**src/rtl/game_display_sequencer.sv**
```systemverilog
// -----------------------------------------------------------------------------
// game_display_sequencer
//
// Drives a ROWS x COLS LED matrix and sequences the game phases.
//
// The scan walks row_addr through every row, holding each row for ROW_DWELL
// clocks. One clock after a row is fetched, that row's one-hot select appears
// on row_sel and its column data appears on col_pixels. The data comes from one
// of three sources, chosen by the current phase:
//   IDLE  -> blank
//   PLAY  -> playfield
//   FLASH -> playfield, blinking at BLINK_FRAMES frames per half-period
//   OVER  -> game-over overlay
// The first clock of every row is forced blank so the previous row's data
// never shows under the new row select (ghosting).
//
// The phase FSM steps IDLE -> PLAY -> FLASH -> OVER. It is driven by start and
// hit and is timed by frame ticks. Game logic is frozen in every phase except
// PLAY.
//
// Ports
//   clk          in   1        clock
//   reset        in   1        synchronous, active-high reset
//   start        in   1        begin the game (from IDLE) or restart it (from OVER)
//   hit          in   1        frog collision reported by the playfield logic
//   play_pixels  in   COLS     playfield row data for row_addr (combinational)
//   over_pixels  in   COLS     game-over overlay row data for row_addr (comb.)
//   row_addr     out  log2(R)  row currently being fetched (registered)
//   row_sel      out  ROWS     one-hot row drive, aligned with col_pixels
//   col_pixels   out  COLS     column drive for the row selected by row_sel
//   frame_tick   out  1        one-cycle pulse after the last clock of a scan
//   phase        out  2        00 IDLE, 01 PLAY, 10 FLASH, 11 OVER
//   freeze       out  1        1 = game logic must hold its state
// -----------------------------------------------------------------------------
module game_display_sequencer #(
    parameter int ROWS         = 16,    // rows scanned (>=2)
    parameter int COLS         = 16,    // pixels per row
    parameter int ROW_DWELL    = 1024,  // clocks per row (>=2)
    parameter int FLASH_FRAMES = 8,     // frames spent in FLASH before OVER (>=1)
    parameter int BLINK_FRAMES = 2      // frames per blink half-period (>=1)
) (
    input  logic                    clk,
    input  logic                    reset,
    input  logic                    start,
    input  logic                    hit,
    input  logic [COLS-1:0]         play_pixels,
    input  logic [COLS-1:0]         over_pixels,
    output logic [$clog2(ROWS)-1:0] row_addr,
    output logic [ROWS-1:0]         row_sel,
    output logic [COLS-1:0]         col_pixels,
    output logic                    frame_tick,
    output logic [1:0]              phase,
    output logic                    freeze
);

    // -------------------------------------------------------------------------
    // Widths and terminal counts
    // -------------------------------------------------------------------------
    localparam int ROW_W   = $clog2(ROWS);
    localparam int DWELL_W = $clog2(ROW_DWELL);
    // flash_cnt reaches FLASH_FRAMES on the way into OVER, so it needs room
    // for that value. blink_cnt is cleared when it reaches its terminal count
    // and never holds BLINK_FRAMES.
    localparam int FLASH_W = $clog2(FLASH_FRAMES + 1);
    localparam int BLINK_W = $clog2(BLINK_FRAMES + 1);

    localparam logic [ROW_W-1:0]   LAST_ROW    = ROW_W'(ROWS - 1);
    localparam logic [DWELL_W-1:0] LAST_DWELL  = DWELL_W'(ROW_DWELL - 1);
    localparam logic [FLASH_W-1:0] FLASH_FINAL = FLASH_W'(FLASH_FRAMES - 1);
    localparam logic [BLINK_W-1:0] BLINK_FINAL = BLINK_W'(BLINK_FRAMES - 1);

    typedef enum logic [1:0] {
        IDLE  = 2'b00,
        PLAY  = 2'b01,
        FLASH = 2'b10,
        OVER  = 2'b11
    } phase_t;

    // -------------------------------------------------------------------------
    // Row scan
    // -------------------------------------------------------------------------
    logic [DWELL_W-1:0] dwell_cnt;
    logic               row_end;
    logic               frame_end;

    assign row_end   = (dwell_cnt == LAST_DWELL);
    assign frame_end = row_end && (row_addr == LAST_ROW);

    // NOTE: state registers use non-blocking assignments. Every flop then
    // samples the values from before the clock edge, whatever order the
    // blocks are evaluated in.
    always_ff @(posedge clk) begin
        if (reset) begin
            dwell_cnt  <= '0;
            row_addr   <= '0;
            frame_tick <= 1'b0;
        end else begin
            if (row_end) begin
                dwell_cnt <= '0;
                // Wrap explicitly so that a ROWS value that is not a power of
                // two still scans correctly.
                row_addr  <= (row_addr == LAST_ROW) ? '0 : row_addr + 1'b1;
            end else begin
                dwell_cnt <= dwell_cnt + 1'b1;
            end
            frame_tick <= frame_end;
        end
    end

    // -------------------------------------------------------------------------
    // Phase FSM: state register
    // -------------------------------------------------------------------------
    phase_t             phase_q,     phase_d;
    logic [FLASH_W-1:0] flash_cnt_q, flash_cnt_d;
    logic [BLINK_W-1:0] blink_cnt_q, blink_cnt_d;
    logic               blink_on_q,  blink_on_d;

    always_ff @(posedge clk) begin
        if (reset) begin
            phase_q     <= IDLE;
            flash_cnt_q <= '0;
            blink_cnt_q <= '0;
            blink_on_q  <= 1'b1;
        end else begin
            phase_q     <= phase_d;
            flash_cnt_q <= flash_cnt_d;
            blink_cnt_q <= blink_cnt_d;
            blink_on_q  <= blink_on_d;
        end
    end

    // -------------------------------------------------------------------------
    // Phase FSM: next state
    // -------------------------------------------------------------------------
    // NOTE: every signal driven here first gets a hold value. Without that, a
    // path through the case that leaves a signal unassigned would infer a
    // latch.
    always_comb begin
        phase_d     = phase_q;
        flash_cnt_d = flash_cnt_q;
        blink_cnt_d = blink_cnt_q;
        blink_on_d  = blink_on_q;

        case (phase_q)
            IDLE: begin
                if (start) phase_d = PLAY;
            end

            PLAY: begin
                // hit wins over start; a start in PLAY does nothing anyway.
                if (hit) begin
                    phase_d     = FLASH;
                    flash_cnt_d = '0;
                    blink_cnt_d = '0;
                    blink_on_d  = 1'b1;
                end
            end

            FLASH: begin
                // start and hit are ignored; only frame ticks move FLASH on.
                if (frame_tick) begin
                    flash_cnt_d = flash_cnt_q + 1'b1;
                    if (flash_cnt_q == FLASH_FINAL) phase_d = OVER;

                    if (blink_cnt_q == BLINK_FINAL) begin
                        blink_cnt_d = '0;
                        blink_on_d  = ~blink_on_q;
                    end else begin
                        blink_cnt_d = blink_cnt_q + 1'b1;
                    end
                end
            end

            OVER: begin
                // Sticky until restart. The scan keeps running and is not
                // realigned on restart.
                if (start) phase_d = PLAY;
            end

            default: phase_d = IDLE;
        endcase
    end

    assign phase  = phase_q;
    assign freeze = (phase_q != PLAY);

    // -------------------------------------------------------------------------
    // Pixel datapath (one clock of latency from row_addr)
    // -------------------------------------------------------------------------
    logic [COLS-1:0] src_pixels;
    logic [ROWS-1:0] row_onehot;

    always_comb begin
        src_pixels = '0;
        case (phase_q)
            PLAY:    src_pixels = play_pixels;
            FLASH:   src_pixels = blink_on_q ? play_pixels : '0;
            OVER:    src_pixels = over_pixels;
            default: src_pixels = '0;
        endcase
    end

    always_comb begin
        row_onehot           = '0;
        row_onehot[row_addr] = 1'b1;
    end

    always_ff @(posedge clk) begin
        if (reset) begin
            row_sel    <= '0;
            col_pixels <= '0;
        end else begin
            row_sel    <= row_onehot;
            // Blank the first clock of each row. Without it, the previous
            // row's data would show while the row drivers switch over.
            col_pixels <= (dwell_cnt == '0) ? '0 : src_pixels;
        end
    end

endmodule

```
**config.mk**
```make
export PLATFORM = sky130hd
export DESIGN_NAME = game_display_sequencer
export DESIGN_NICKNAME = d
export VERILOG_FILES = /design/src/rtl/game_display_sequencer.sv
export SDC_FILE = /design/constraint.sdc
export NUM_CORES = 1
export LEC_CHECK = 0
export ABC_AREA = 1
export BUFFER_PORTS_ARGS = -buffer_cell sky130_fd_sc_hd__buf_2
export CAP_MARGIN = 30
export CORE_ASPECT_RATIO = 1.4
export CORE_MARGIN = 4
export CORE_UTILIZATION = 40
export DETAILED_ROUTE_END_ITERATION = 8
export SETUP_SLACK_MARGIN = 0.1
export SLEW_MARGIN = 20
export SYNTH_ARGS = -nofsm -noshare
export SYNTH_HDL_FRONTEND = slang
export SYNTH_SLANG_ARGS = --single-unit
export TNS_END_PERCENT = 100
```
**constraint.sdc**
```tcl
create_clock -name clk -period 2.65 [get_ports clk]
set_input_delay 0.1325 -clock clk [delete_from_list [all_inputs] [get_ports clk]]
set_output_delay 0.1325 -clock clk [all_outputs]
set_load 0.005 [all_outputs]
```
### Yosys cells after proc, flatten, opt, wreduce, memory -nomap -nowiden

Index checks and enable logic that the tools add are counted.

* eq/ne operators: 13
* multiplexer cells: 21
* reduce and logical (&&, ||, !) cells: 11
* magnitude comparators: 2
* $add $sub $neg: 4
* bitwise logic cells: 1

Operator list (count)
* case mux 16 bit (3 select lines): 1
* two-way mux 16 bit: 1
* two-way mux 2 bit: 7
* two-way mux 4 bit: 3
* adder 10 x 1 -> 10 bit (second input constant): 1
* == test 10 bit (second input constant): 1
* zero test 10 bit: 1
* adder 4 x 1 -> 4 bit (second input constant): 2
* inequality test 2 bit (second input constant): 4
* case mux 4 bit (2 select lines): 1
* AND reduction 4 bit: 2
* case mux 2 bit (3 select lines): 1
* OR reduction 2 bit: 3
* < comparator 4 x 5 -> 1 bit (second input constant): 1
* demux 1 bit (select 4 bit): 1
* == test 2 x 1 -> 1 bit (second input constant): 2
* == test 2 bit (second input constant): 2
* == test 4 x 3 -> 1 bit (second input constant): 1
* == test 4 bit (second input constant): 1
* >= comparator 4 x 1 -> 1 bit (second input constant): 1
* two-way mux 1 bit: 4
* inequality test 2 x 1 -> 1 bit (second input constant): 2
* case mux 2 bit (2 select lines): 1
* AND reduction 3 bit: 1
* other kinds (6): 7

* input bits: 36
* register bits after elaboration: 56

### Depth between registers and ports, before layout

Gate-level depths: netlist (run 1).

* depth after elaboration: 4
* depth in mapped cells: 9
* depth with buffers taken out: 9

### Worst setup path after synthesis (run 1)

No wires, ideal clock.

* kind: flip-flop to flip-flop
* from: reg phase_q[0], in the netlist phase[0]
* to: reg col_pixels[10]
* data arrival time: 1365 ps
* path slack: 1173 ps
* setup time: 112 ps
* cell stages (with the launch flop): 9
* data required time: 2538 ps
* path through: dfxtp_1 inv_1 ha_1 buf_6 a21oi_4 buf_2 o21ai_0 nand2_1 nor2_2

* word-level cells in the longest chain between the ends: 2
* elaborated cells between the ends (all ways): 4
* those cells by class: 3 x eq/ne; 1 x mux

RTL lines
* start: declaration: line 113 `phase_t phase_q, phase_d;`
* start signal: assignment: line 125 `phase_q <= phase_d;`
* == test 2 bit or == test 2 x 1 -> 1 bit (tied branches): line 195 `case (phase_q)`
* case mux 16 bit (3 select lines) *: line 195
* end signal: assignment: line 216 `col_pixels <= (dwell_cnt == '0) ? '0 : src_pixels;`
* end: declaration: line 50 `output logic [COLS-1:0] col_pixels,`

Mark *: on every way between the ends. The rest lies on a longest branch, timed or not.
A chain may end at the register's enable or synchronous reset.

### Final worst setup path (run 1)

* from: reg phase_q[0], in the netlist phase[0]
* to: reg col_pixels[12]

Same word-level chain as after synthesis.

==> results of run 1 <==
-- critical path, delay by kind of cell (launching register included) --
family,cells,cell delay [ns]
compound gates,2,0.55
flops,1,0.41
fa+ha+maj,1,0.35
simple gates,2,0.14
buf+inv,1,0.11
-- stage by stage --
stage | util [%] | setup slack (ns) | cells | power, mW
after floorplan | - | 1.17 | 330 | 1.43
after global placement | 48.7 | 1.02 | 468 | 1.57
after detailed placement | 48.7 | 0.957 | 468 | 1.58
after CTS | 50.3 | 0.930 | 476 | 2.07
after global routing | 50.3 | 0.775 | 476 | 2.20
final | 50.3 | 0.970 | 476 | 2.03
-- power by group through the flow --
stage	combinational, mW	clock, mW	sequential, mW
after global routing	0.713	0.543	0.947
after detailed placement	0.618	0	0.959
after CTS	0.622	0.510	0.939
final	0.608	0.483	0.938
after global placement	0.618	0	0.957
after floorplan	0.476	0	0.954
-- final timing paths --
kind	from	endpoint	slack, ns	cells after the start
worst max-delay path	phase[0]	col_pixels[12]	0.97	6
worst min-delay path	reset	flash_cnt_q[2]	0.07	2
worst max register to register	phase[0]	col_pixels[12]	0.97	6
worst min register to register	blink_cnt_q[1]	blink_cnt_q[1]	0.44	2
-- synth_stat cells --
cell                       count
sky130_fd_sc_hd__a21oi_1       9
sky130_fd_sc_hd__nor2_4        2
sky130_fd_sc_hd__a21oi_4       1
sky130_fd_sc_hd__inv_1        45
sky130_fd_sc_hd__nand4_1       5
sky130_fd_sc_hd__o21ai_1       5
sky130_fd_sc_hd__nor2_2       11
sky130_fd_sc_hd__nor3b_1       2
sky130_fd_sc_hd__inv_2         2
sky130_fd_sc_hd__buf_6         2
sky130_fd_sc_hd__nor3_1        1
sky130_fd_sc_hd__nand3_2       3
sky130_fd_sc_hd__nand2_4       1
sky130_fd_sc_hd__clkbuf_2      1
sky130_fd_sc_hd__nand2_2       1
sky130_fd_sc_hd__nand3_1      17
sky130_fd_sc_hd__clkbuf_1      1
sky130_fd_sc_hd__xor2_1        4
sky130_fd_sc_hd__nand2_1      80
sky130_fd_sc_hd__buf_2         2
sky130_fd_sc_hd__o21ai_4       2
sky130_fd_sc_hd__o21ai_0      15
sky130_fd_sc_hd__nand3b_1      1
sky130_fd_sc_hd__nor2_1       46
sky130_fd_sc_hd__clkbuf_8      1
sky130_fd_sc_hd__xnor2_1       1
sky130_fd_sc_hd__ha_1         13
sky130_fd_sc_hd__dfxtp_1      56
-- metal layers --
layer / vias to the layer above / part of all wire (%)
met5: - / 0
met4: 0 / 1.2
met3: 6 / 7.9
met2: 61 / 50
met1: 951 / 41
li1: 1162 / -
-- cell type report --
cell class | count | area [µm²]
clock buffer | 5 | 68.8
clock inverter | 3 | 25.0
fill | 613 | 2980
inverter | 47 | 176
multi-input combinational | 220 | 1160
sequential | 56 | 1120
tap | 70 | 87.6
timing repair buffer | 75 | 375
-- logic make-up (layout without fill, tap and decap cells) --
| logic type | after synthesis | in the layout | synth area share, % |
|---|---|---|---|
| AOI/OAI and AO/OA | 32 | 32 | 7.73 |
| and+or+nand+nor | 170 | 170 | 30.1 |
| xor gates and xnor gates | 5 | 5 | 1.75 |
| adders and majority gates | 13 | 13 | 6.48 |
| DFF | 56 | 56 | 44.7 |
| buffers and inverters | 54 | 130 | 9.23 |
-- layout by cell type (no fill, tap or decap) --
cell                          n
sky130_fd_sc_hd__xor2_1       4
sky130_fd_sc_hd__a21oi_4      1
sky130_fd_sc_hd__clkinvlp_4   1
sky130_fd_sc_hd__inv_1       45
sky130_fd_sc_hd__nor2_2      11
sky130_fd_sc_hd__inv_6        2
sky130_fd_sc_hd__o21ai_1      5
sky130_fd_sc_hd__nor2_1      46
sky130_fd_sc_hd__clkbuf_8     5
sky130_fd_sc_hd__nor3_1       1
sky130_fd_sc_hd__nor3b_1      2
sky130_fd_sc_hd__o21ai_0     15
sky130_fd_sc_hd__nand3_1     17
sky130_fd_sc_hd__o21ai_4      2
sky130_fd_sc_hd__nand3_2      3
sky130_fd_sc_hd__nand2_1     80
sky130_fd_sc_hd__buf_2       75
sky130_fd_sc_hd__xnor2_1      1
sky130_fd_sc_hd__nand2_2      1
sky130_fd_sc_hd__a21oi_1      9
sky130_fd_sc_hd__inv_2        2
sky130_fd_sc_hd__nor2_4       2
sky130_fd_sc_hd__ha_1        13
sky130_fd_sc_hd__nand2_4      1
sky130_fd_sc_hd__nand4_1      5
sky130_fd_sc_hd__dfxtp_1     56
sky130_fd_sc_hd__nand3b_1     1
-- sequential cells by signal (all words and copies together) (netlist names) --
name         flops
row_sel         16
frame_tick       1
row_addr         4
phase            2
blink_on_q       1
flash_cnt_q      4
col_pixels      16
dwell_cnt       10
blink_cnt_q      2
==> run_results.csv, run 1 <==
group,metric,value,unit
outcome,run_status,"finished, final reports clean",
clock_tree,htree_levels,2,
global_routing,first_pass_grt_wire_length,8.66,mm
clock_tree,tritoncts,"yes",
clock_tree,worstSkewPairLatency,0.31,ns
worst_setup_path,critPathCaptureType,"flip-flop",
synthesis,post_synth_inst_count,330,
clock_tree,postCtsResizedCells,0,
synthesis,synth_fp_nets,379,
sta,timing.fmax,0.595,GHz
clock_tree,path_clk_slew,0.10,ns
sta,timing_hold_violations_final,0,
die,die_w,74.9,µm
global_routing,grt.overflow.total,0,
global_routing,groute.usage.overall,14.3,%
routing,avgRoutedWirePerCell,11.0,µm
routing,dr.first_iter.drc_count,108,
power,p_clk_share,23.8,%
synthesis,post_synth_num_cell_types,28,
synthesis,mapped_avg_cell_area,7.60,µm²
die,num_rows,33,
worst_setup_path,timing.critical_path.fanout_max,15,
sta,hold_slack,0.0685,ns
sta,clock_period_minus_worst_slack,1.68,ns
synthesis,ys_warn_count,0,
worst_setup_path,worstSetupStartpointType,"flip-flop",
synthesis,synth-seq-cells,56,
power,sequentialPowerShare,46.2,%
sta,worst_slew_pin_tran,0.578,ns
sta,slew_headroom,61.3,%
routing,detail_route.vias_per_cell,4.58,
synthesis,synth.cell_area,2510,µm²
global_routing,antenna_found_initial,0,
clock_tree,cts_setup_buffers,0,
worst_hold_path,min_path_type,"in -> reg",
clock_tree,cts.sink_count,56,
run,maxCapViolations,0,
worst_setup_path,critical_path_required,2.84,ns
global_routing,grt_pass1_vias,2003,
clock_tree,cts.hold.buffers_added,0,
placed_design,dp_hpwl,4.14,mm
synthesis,netlist.area_leader.share,44.7,%
synthesis,biggest_area_contributors_in_the_synthesized_netlist,"sky130_fd_sc_hd__dfxtp_1 45%, sky130_fd_sc_hd__nand2_1 12%, sky130_fd_sc_hd__nor2_1 6.9%",
clock_tree,cts.root.buffer_cell,"sky130_fd_sc_hd__clkbuf_8",
global_routing,grt_use_met1,16.5,%
clock_tree,cts-buffers-inserted,5,
sta,setup-tns-final,0,ns
sta,timing.final.max_slew_violations,0,
power,power.share.switching,36.0,%
worst_setup_path,crit_slowest_cell,"sky130_fd_sc_hd__dfxtp_1",
power,worst_supply_voltage_drop_on_vdd,0.359,mV
die,core_area,5990,µm²
worst_setup_path,worst_path_largest_cell_delay,0.41,ns
sta,setup_viol_count_final,0,
worst_setup_path,timing_worst_setup_path_type,"reg -> reg",
power,switching_power,730,µW
die,die_y,102,µm
placed_design,final_weighted_congestion_of_routability_driven_global_placement,0.794,
clock_tree,cts_max_path_buffers,2,
global_routing,gr-usage-met3,2.98,%
power,combPwrFrac,30.0,%
routing,route.antenna.remaining_nets,0,
synthesis,synth_seq_area_share,44.7,%
power,power_density,674,nW/µm²
die,overall_die_area,7620,µm²
routing,detailroute.via_count,2180,
die,initial_utilization,41.9,%
routing,post-route-drc-count,0,
routing,finalWirelength,5.25,mm
layout,final_layout_size_suffix_gt1_share,26.1,%
worst_setup_path,crit_chain,"inv_1 > ha_1 > a21oi_4 > o21ai_0 > nand2_1 > nor2_2",
placed_design,placement.io_buffers,75,
global_routing,grt_start_max_net_pins,20,
worst_setup_path,endpoint_arrival_time_on_the_critical_path,1.87,ns
layout,diodes,0,
synthesis,synthDominantAreaCellType,"sky130_fd_sc_hd__dfxtp_1",
routing,dr.pass1.iters,4,
placed_design,dpl_cell_area,2920,µm²
sta,grt_setup_unrepaired,"no",
sta,period_share,63.4,%
global_routing,grtUsageMet2,25.6,%
power,power_report.internal_total,1.30,mW
layout,stdcell_area,3010,µm²
global_routing,grt-busiest-layer,"met2",
power,leakagePower,1.45,nW
die,pin_count,76,
layout,final_nets,454,
sta,timing.clock.skew,0.0113,ns
layout,synthToLayoutAreaGrowth,20.0,%
No activity file was read; power rests on OpenSTA's default activity.
==> run 2: changes to the inputs <==
PLACE_DENSITY = 0.67   (was not set)
clock period = 1.53 ns   (was 2.65 ns; I/O delays follow)
==> run 2 against run 1 <==
Against the previous run:
- combinational power increased by 150%
- clock power increased by 76%
- worst setup slack got worse by 0.77 ns
- worst hold slack improved by 0.0090 ns
- design area increased by 6.7%
- via count increased by 4.1%
- die area unchanged
- sequential power increased by 75%
- routed wire length increased by 1.8%
- non-clock buffer count increased by 12
==> run_results.csv, run 2 (synthesis gave the netlist of run 1 again) <==
group,metric,value,unit
clock_tree,cts.root.buffer_cell,"sky130_fd_sc_hd__clkbuf_8",
clock_tree,htree_levels,2,
sta,clock_period_minus_worst_slack,1.33,ns
global_routing,grt_pass1_vias,2145,
worst_setup_path,rr_worst_depth,8,
clock_tree,tritoncts,"yes",
die,core_area,5990,µm²
worst_setup_path,worst_path_largest_cell_delay,0.38,ns
die,die_w,74.9,µm
routing,detail_route.vias_per_cell,4.65,
placed_design,dp_hpwl,4.08,mm
worst_setup_path,critical_path_required,1.74,ns
power,combPwrFrac,37.4,%
global_routing,groute.usage.overall,14.4,%
worst_hold_path,whs_path_depth,5,
sta,timing.final.max_slew_violations,0,
die,overall_die_area,7620,µm²
die,die_y,102,µm
sta,worst_slew_pin_tran,0.416,ns
run,maxCapViolations,0,
layout,diodes,0,
layout,final_layout_size_suffix_gt1_share,31.8,%
sta,timing.clock.skew,0.00874,ns
worst_setup_path,source_of_the_worst_register_to_register_timing_path,"phase[1]",
global_routing,grt_start_max_net_pins,20,
clock_tree,cts.sink_count,56,
power,report.power.total,3.97,mW
clock_tree,cts-buffers-inserted,5,
sta,timing_hold_violations_final,0,
power,leakagePower,1.52,nW
die,initial_utilization,41.9,%
worst_setup_path,critPathCaptureType,"flip-flop",
sta,setup_viol_count_final,0,
power,switching_power,1.41,mW
layout,n_fill_cell,564,
power,worst_supply_voltage_drop_on_vdd,0.515,mV
layout,reg_top3,"col_pixels (16), row_sel (16), dwell_cnt (10)",
power,sequentialPowerShare,41.2,%
worst_setup_path,timing_worst_setup_path_type,"reg -> reg",
worst_hold_path,min_path_type,"in -> reg",
clock_tree,worstSkewPairLatency,0.31,ns
die,num_rows,33,
worst_setup_path,timing.rr.end,"blink_on_q",
placed_design,dpl_cell_area,2990,µm²
routing,post-route-drc-count,0,
worst_setup_path,crit_chain,"inv_2 > ha_4 > inv_4 > buf_4 > o21ai_0 > nand2_1 > nand2_1 > nand3_1",
die,pin_count,76,
placed_design,dpl_worst_slack,0.0641,ns
global_routing,antenna_found_initial,0,
routing,dr.first_iter.drc_count,64,
routing,avgRoutedWirePerCell,10.9,µm
outcome,run_status,"finished, final reports clean",
layout,stdcell_area,3210,µm²
layout,final_nets,466,
worst_setup_path,most_used_cell_along_the_critical_path,"sky130_fd_sc_hd__nand2_1",
sta,grt_setup_unrepaired,"no",
sta,slew_headroom,72.2,%
clock_tree,path_clk_slew,0.10,ns
layout,mostFrequentLayoutCell,"sky130_fd_sc_hd__nand2_1",
power,power.share.switching,35.5,%
power,p_clk_share,21.3,%
worst_setup_path,timing.critical_path.fanout_max,5,
worst_setup_path,endpoint_arrival_time_on_the_critical_path,1.54,ns
routing,detailroute.via_count,2269,
global_routing,grt.overflow.total,0,
routing,finalWirelength,5.34,mm
worst_setup_path,regToRegSetupSlack,0.20,ns
worst_setup_path,crit_slowest_cell,"sky130_fd_sc_hd__dfxtp_4",
worst_setup_path,worstSetupStartpointType,"flip-flop",
power,power_report.internal_total,2.56,mW
sta,setup_slack,0.195,ns
global_routing,first_pass_grt_wire_length,8.76,mm
routing,dr.pass1.iters,4,
routing,route.antenna.remaining_nets,0,
placed_design,final_weighted_congestion_of_routability_driven_global_placement,0.787,
layout,most-common-layout-cells,"80 x sky130_fd_sc_hd__nand2_1, 75 x sky130_fd_sc_hd__buf_2, 54 x sky130_fd_sc_hd__dfxtp_1",
placed_design,placement.io_buffers,75,
power,power_density,1240,nW/µm²
clock_tree,cts_max_path_buffers,2,
sta,timing.fmax,0.749,GHz
layout,synthToLayoutAreaGrowth,28.0,%
worst_hold_path,min_to,"col_pixels[5]",
sta,setup-tns-final,0,ns
worst_hold_path,min-delay-start,"play_pixels[5]",
sta,period_share,87.2,%
-- run 2: timing repair --
item	in CTS	in global routing
pin swaps	0	6
buffers inserted	1	2
hold buffers	1	0
setup endpoints to repair	13	34
resized for setup	1	23
cloned	0	0
hold endpoints to repair	4	0
-- run 2: worst max-delay path: cells and delay by family, from the launching register on --
kind | cells | cell delay [ns]
buffers and inverters | 3 | 0.28
AOI/OAI and AO/OA | 1 | 0.20
and+or+nand+nor | 3 | 0.21
DFF | 1 | 0.38
adders and majority gates | 1 | 0.16
-- run 2: area by class of cell --
cell class / count / area (µm²) / area share, %
inverters: 47 / 181 / 5.65
repair buffers: 87 / 497 / 15.5
clock buffers: 5 / 68.8 / 2.14
multi-input cells: 220 / 1220 / 38.1
well taps: 70 / 87.6 / 2.73
flip-flops and latches: 56 / 1130 / 35.1
clock inverters: 3 / 27.5 / 0.857
-- run 2: worst max-delay path by stage --
stage	depth (start not counted)	start	slack, ns	to
after floorplan	8	phase[0]	0.14	col_pixels[10]
after global placement	6	phase[1]	0.1	flash_cnt_q[0]
after detailed placement	6	phase[1]	0.06	flash_cnt_q[0]
after CTS	6	phase[0]	0.11	col_pixels[2]
after global routing	8	dwell_cnt[0]	0.1	dwell_cnt[9]
final	8	phase[1]	0.20	blink_on_q
-- run 2: per-stage QoR --
stage          util, %  hold slack (ns)  instances
6_report          53.6           0.0775        488
5_1_grt           53.6            0.107        488
4_1_cts           52.1           0.0741        486
3_5_place_dp      49.9            0.316        476
3_3_place_gp      49.9            0.313        476
2_1_floorplan        -            0.146        330
-- run 2: metal layers --
layer / GRT usage (%) / share of wire, % / vias to the layer above
li1: - / - / 1189
met1: 15.3 / 39 / 1013
met2: 26.9 / 52 / 60
met3: 3.38 / 7.8 / 7
met4: 4.79 / 1.1 / 0
met5: 0 / 0 / -
-- run 2: power by group through the flow --
stage	sequential, mW	clock [mW]	combinational (mW)
2_1_floorplan	1.66	0	0.837
3_3_place_gp	1.64	0	1.18
3_5_place_dp	1.65	0	1.20
4_1_cts	1.62	0.879	1.30
5_1_grt	1.65	0.940	1.68
6_report	1.64	0.848	1.49
==> run 3: changes to the inputs <==
GPL_TIMING_DRIVEN = 0   (was not set)
==> run 3 against run 2 <==
Against the previous run:
- via count shrank 1.3%
- cell count grew 0.41%
- sequential share of layout area grew 0.17 points
- power shrank 2.0%
- highest routed layer unchanged
- die area is the same
- worst setup slack lost 0.048 ns
- sequential power is essentially flat
- worst hold slack gained 0.0097 ns
- utilization shrank 0.15 points
- critical path depth shrank 1
- design area shrank 0.27%
- critical path type unchanged
- critical endpoint is now flash_cnt_q[0]
- routed wire length shrank 0.32%
==> run_results.csv, run 3 (synthesis gave the netlist of run 1 again) <==
group,metric,value,unit
clock_tree,cts_max_path_buffers,2,
routing,dr_wl_met2,2.69,mm
sta,slew_headroom,80.3,%
routing,top_layer,"met4",
layout,multi_input_logic_area,1210,µm²
die,die_y,102,µm
worst_setup_path,regToRegSetupSlack,0.15,ns
sta,grt_setup_unrepaired,"yes",
routing,detail_route.wirelength.met1,2.15,mm
layout,diodes,0,
routing,route.antenna.remaining_nets,0,
clock_tree,path_clk_slew,0.11,ns
clock_tree,htree_levels,2,
die,die_w,74.9,µm
outcome,run_status,"finished, final reports clean",
layout,final_nets,468,
clock_tree,cts.root.buffer_cell,"sky130_fd_sc_hd__clkbuf_8",
layout,n_fill_cell,593,
layout,most-common-layout-cells,"78 x sky130_fd_sc_hd__nand2_1, 76 x sky130_fd_sc_hd__buf_2, 54 x sky130_fd_sc_hd__dfxtp_1",
sta,clock_period_minus_worst_slack,1.38,ns
global_routing,groute.usage.overall,14.2,%
clock_tree,worstSkewPairLatency,0.31,ns
die,initial_utilization,41.9,%
sta,timing.clock.skew,0.0135,ns
sta,setup_viol_count_final,0,
placed_design,dpl_worst_slack,-0.0626,ns
worst_setup_path,timing.critical_path.fanout_max,8,
sta,worst_slew_pin_tran,0.296,ns
clock_tree,cts-buffers-inserted,5,
worst_setup_path,timing_worst_setup_path_type,"reg -> reg",
worst_setup_path,critical_path_required,1.73,ns
placed_design,dp_hpwl,4.10,mm
global_routing,grt.overflow.total,0,
sta,period_share,90.4,%
die,overall_die_area,7620,µm²
layout,synthToLayoutAreaGrowth,27.7,%
sta,timing.final.max_slew_violations,0,
global_routing,grt_start_max_net_pins,20,
clock_tree,tritoncts,"yes",
sta,timing.fmax,0.723,GHz
global_routing,first_pass_grt_wire_length,8.61,mm
die,core_area,5990,µm²
power,worst_supply_voltage_drop_on_vdd,0.534,mV
die,num_rows,33,
routing,dr.pass1.iters,4,
routing,detail_route.vias_per_cell,4.57,
layout,mostFrequentLayoutCell,"sky130_fd_sc_hd__nand2_1",
worst_setup_path,worstSetupStartpointType,"flip-flop",
worst_setup_path,endpoint_arrival_time_on_the_critical_path,1.59,ns
worst_setup_path,critPathCaptureType,"flip-flop",
clock_tree,cts.sink_count,56,
global_routing,antenna_found_initial,0,
layout,final_layout_size_suffix_gt1_share,31.9,%
routing,detailroute.via_count,2240,
layout,stdcell_area,3200,µm²
placed_design,dpl_cell_area,2980,µm²
placed_design,placement.io_buffers,75,
run,maxCapViolations,0,
die,pin_count,76,
worst_hold_path,whs_path_depth,5,
sta,setup_slack,0.147,ns
worst_setup_path,rr_worst_depth,7,
routing,detailroute.wirelength.met3,420,µm
power,power_density,1220,nW/µm²
placed_design,final_weighted_congestion_of_routability_driven_global_placement,0.827,
layout,reg_top3,"col_pixels (16), row_sel (16), dwell_cnt (10)",
sta,timing_hold_violations_final,0,
routing,post-route-drc-count,0,
power,leakagePower,1.53,nW
routing,avgRoutedWirePerCell,10.9,µm
routing,finalWirelength,5.32,mm
worst_hold_path,min_path_type,"in -> reg",
routing,dr.first_iter.drc_count,51,
global_routing,grt_pass1_vias,2026,
layout,area.sequential,1130,µm²
-- run 3: cell count changes in the layout (fill, tap and decap cells not counted), moves of 2 or more --
cell                      previous run  this run
sky130_fd_sc_hd__nor2_1             42        45
sky130_fd_sc_hd__ha_1                7        10
sky130_fd_sc_hd__buf_6               1         3
sky130_fd_sc_hd__buf_12              2         0
sky130_fd_sc_hd__ha_2                3         1
sky130_fd_sc_hd__nor2_2             15        12
sky130_fd_sc_hd__nand2_1            80        78
sky130_fd_sc_hd__nand3_2             3         5
-- run 3: per-layer routing --
metal | vias to the layer above | GRT usage, %
met1 | 987 | 15.5
met4 | 0 | 4.52
li1 | 1190 | -
met2 | 58 | 26.4
met5 | - | 0
met3 | 5 | 2.98
-- run 3: layout make-up --
cell class                 instances  share of cell area [%]
clock buffer                       5                    2.15
tap                               70                    2.73
clock inverter                     3                   0.859
buffer                             7                    2.11
sequential                        56                    35.2
inverter                          47                    5.59
multi-input combinational        220                    37.9
timing repair buffer              82                    13.4
-- run 3: report_power, final --
group          internal [mW]  leakage [nW]  switching, mW  total (mW)
Combinational          0.592          1.03          0.805        1.40
Clock                  0.337        0.0463          0.510       0.847
Sequential              1.56         0.454         0.0851        1.65
-- run 3: path summary, 6_finish.rpt --
check	startpoint	to
min	play_pixels[7]	col_pixels[7]
max reg2reg	phase[0]	flash_cnt_q[0]
min reg2reg	blink_cnt_q[1]	blink_cnt_q[1]
max	phase[0]	flash_cnt_q[0]
-- run 3: metrics by stage --
step | setup TNS (ns) | hold WS, ns | total power, mW | std cells | utilization [%]
after floorplan | 0 | 0.146 | 2.49 | 330 | -
after global placement | -0.477 | 0.331 | 2.80 | 475 | 49.7
after detailed placement | -0.243 | 0.339 | 2.81 | 475 | 49.7
after CTS | 0 | 0.0781 | 3.76 | 486 | 51.9
after global routing | 0 | 0.102 | 4.16 | 490 | 53.5
final | 0 | 0.0872 | 3.89 | 490 | 53.5
-- run 3: timing repair --
item / CTS / global route
setup buffers: 1 / 4
endpoints found under the hold margin: 1 / 0
cloned: 1 / 0
pin swaps: 2 / 3
setup endpoints to repair: 17 / 24
resized for setup: 8 / 22
hold buffers: 1 / 0
-- run 3: worst max-delay path: stages, from the launching register on --
cell	delay, ns
sky130_fd_sc_hd__dfxtp_4	0.39
sky130_fd_sc_hd__inv_4	0.05
sky130_fd_sc_hd__ha_4	0.15
sky130_fd_sc_hd__buf_6	0.13
sky130_fd_sc_hd__o21ai_4	0.25
sky130_fd_sc_hd__nand2_2	0.12
sky130_fd_sc_hd__o21ai_2	0.14
sky130_fd_sc_hd__a21oi_1	0.04
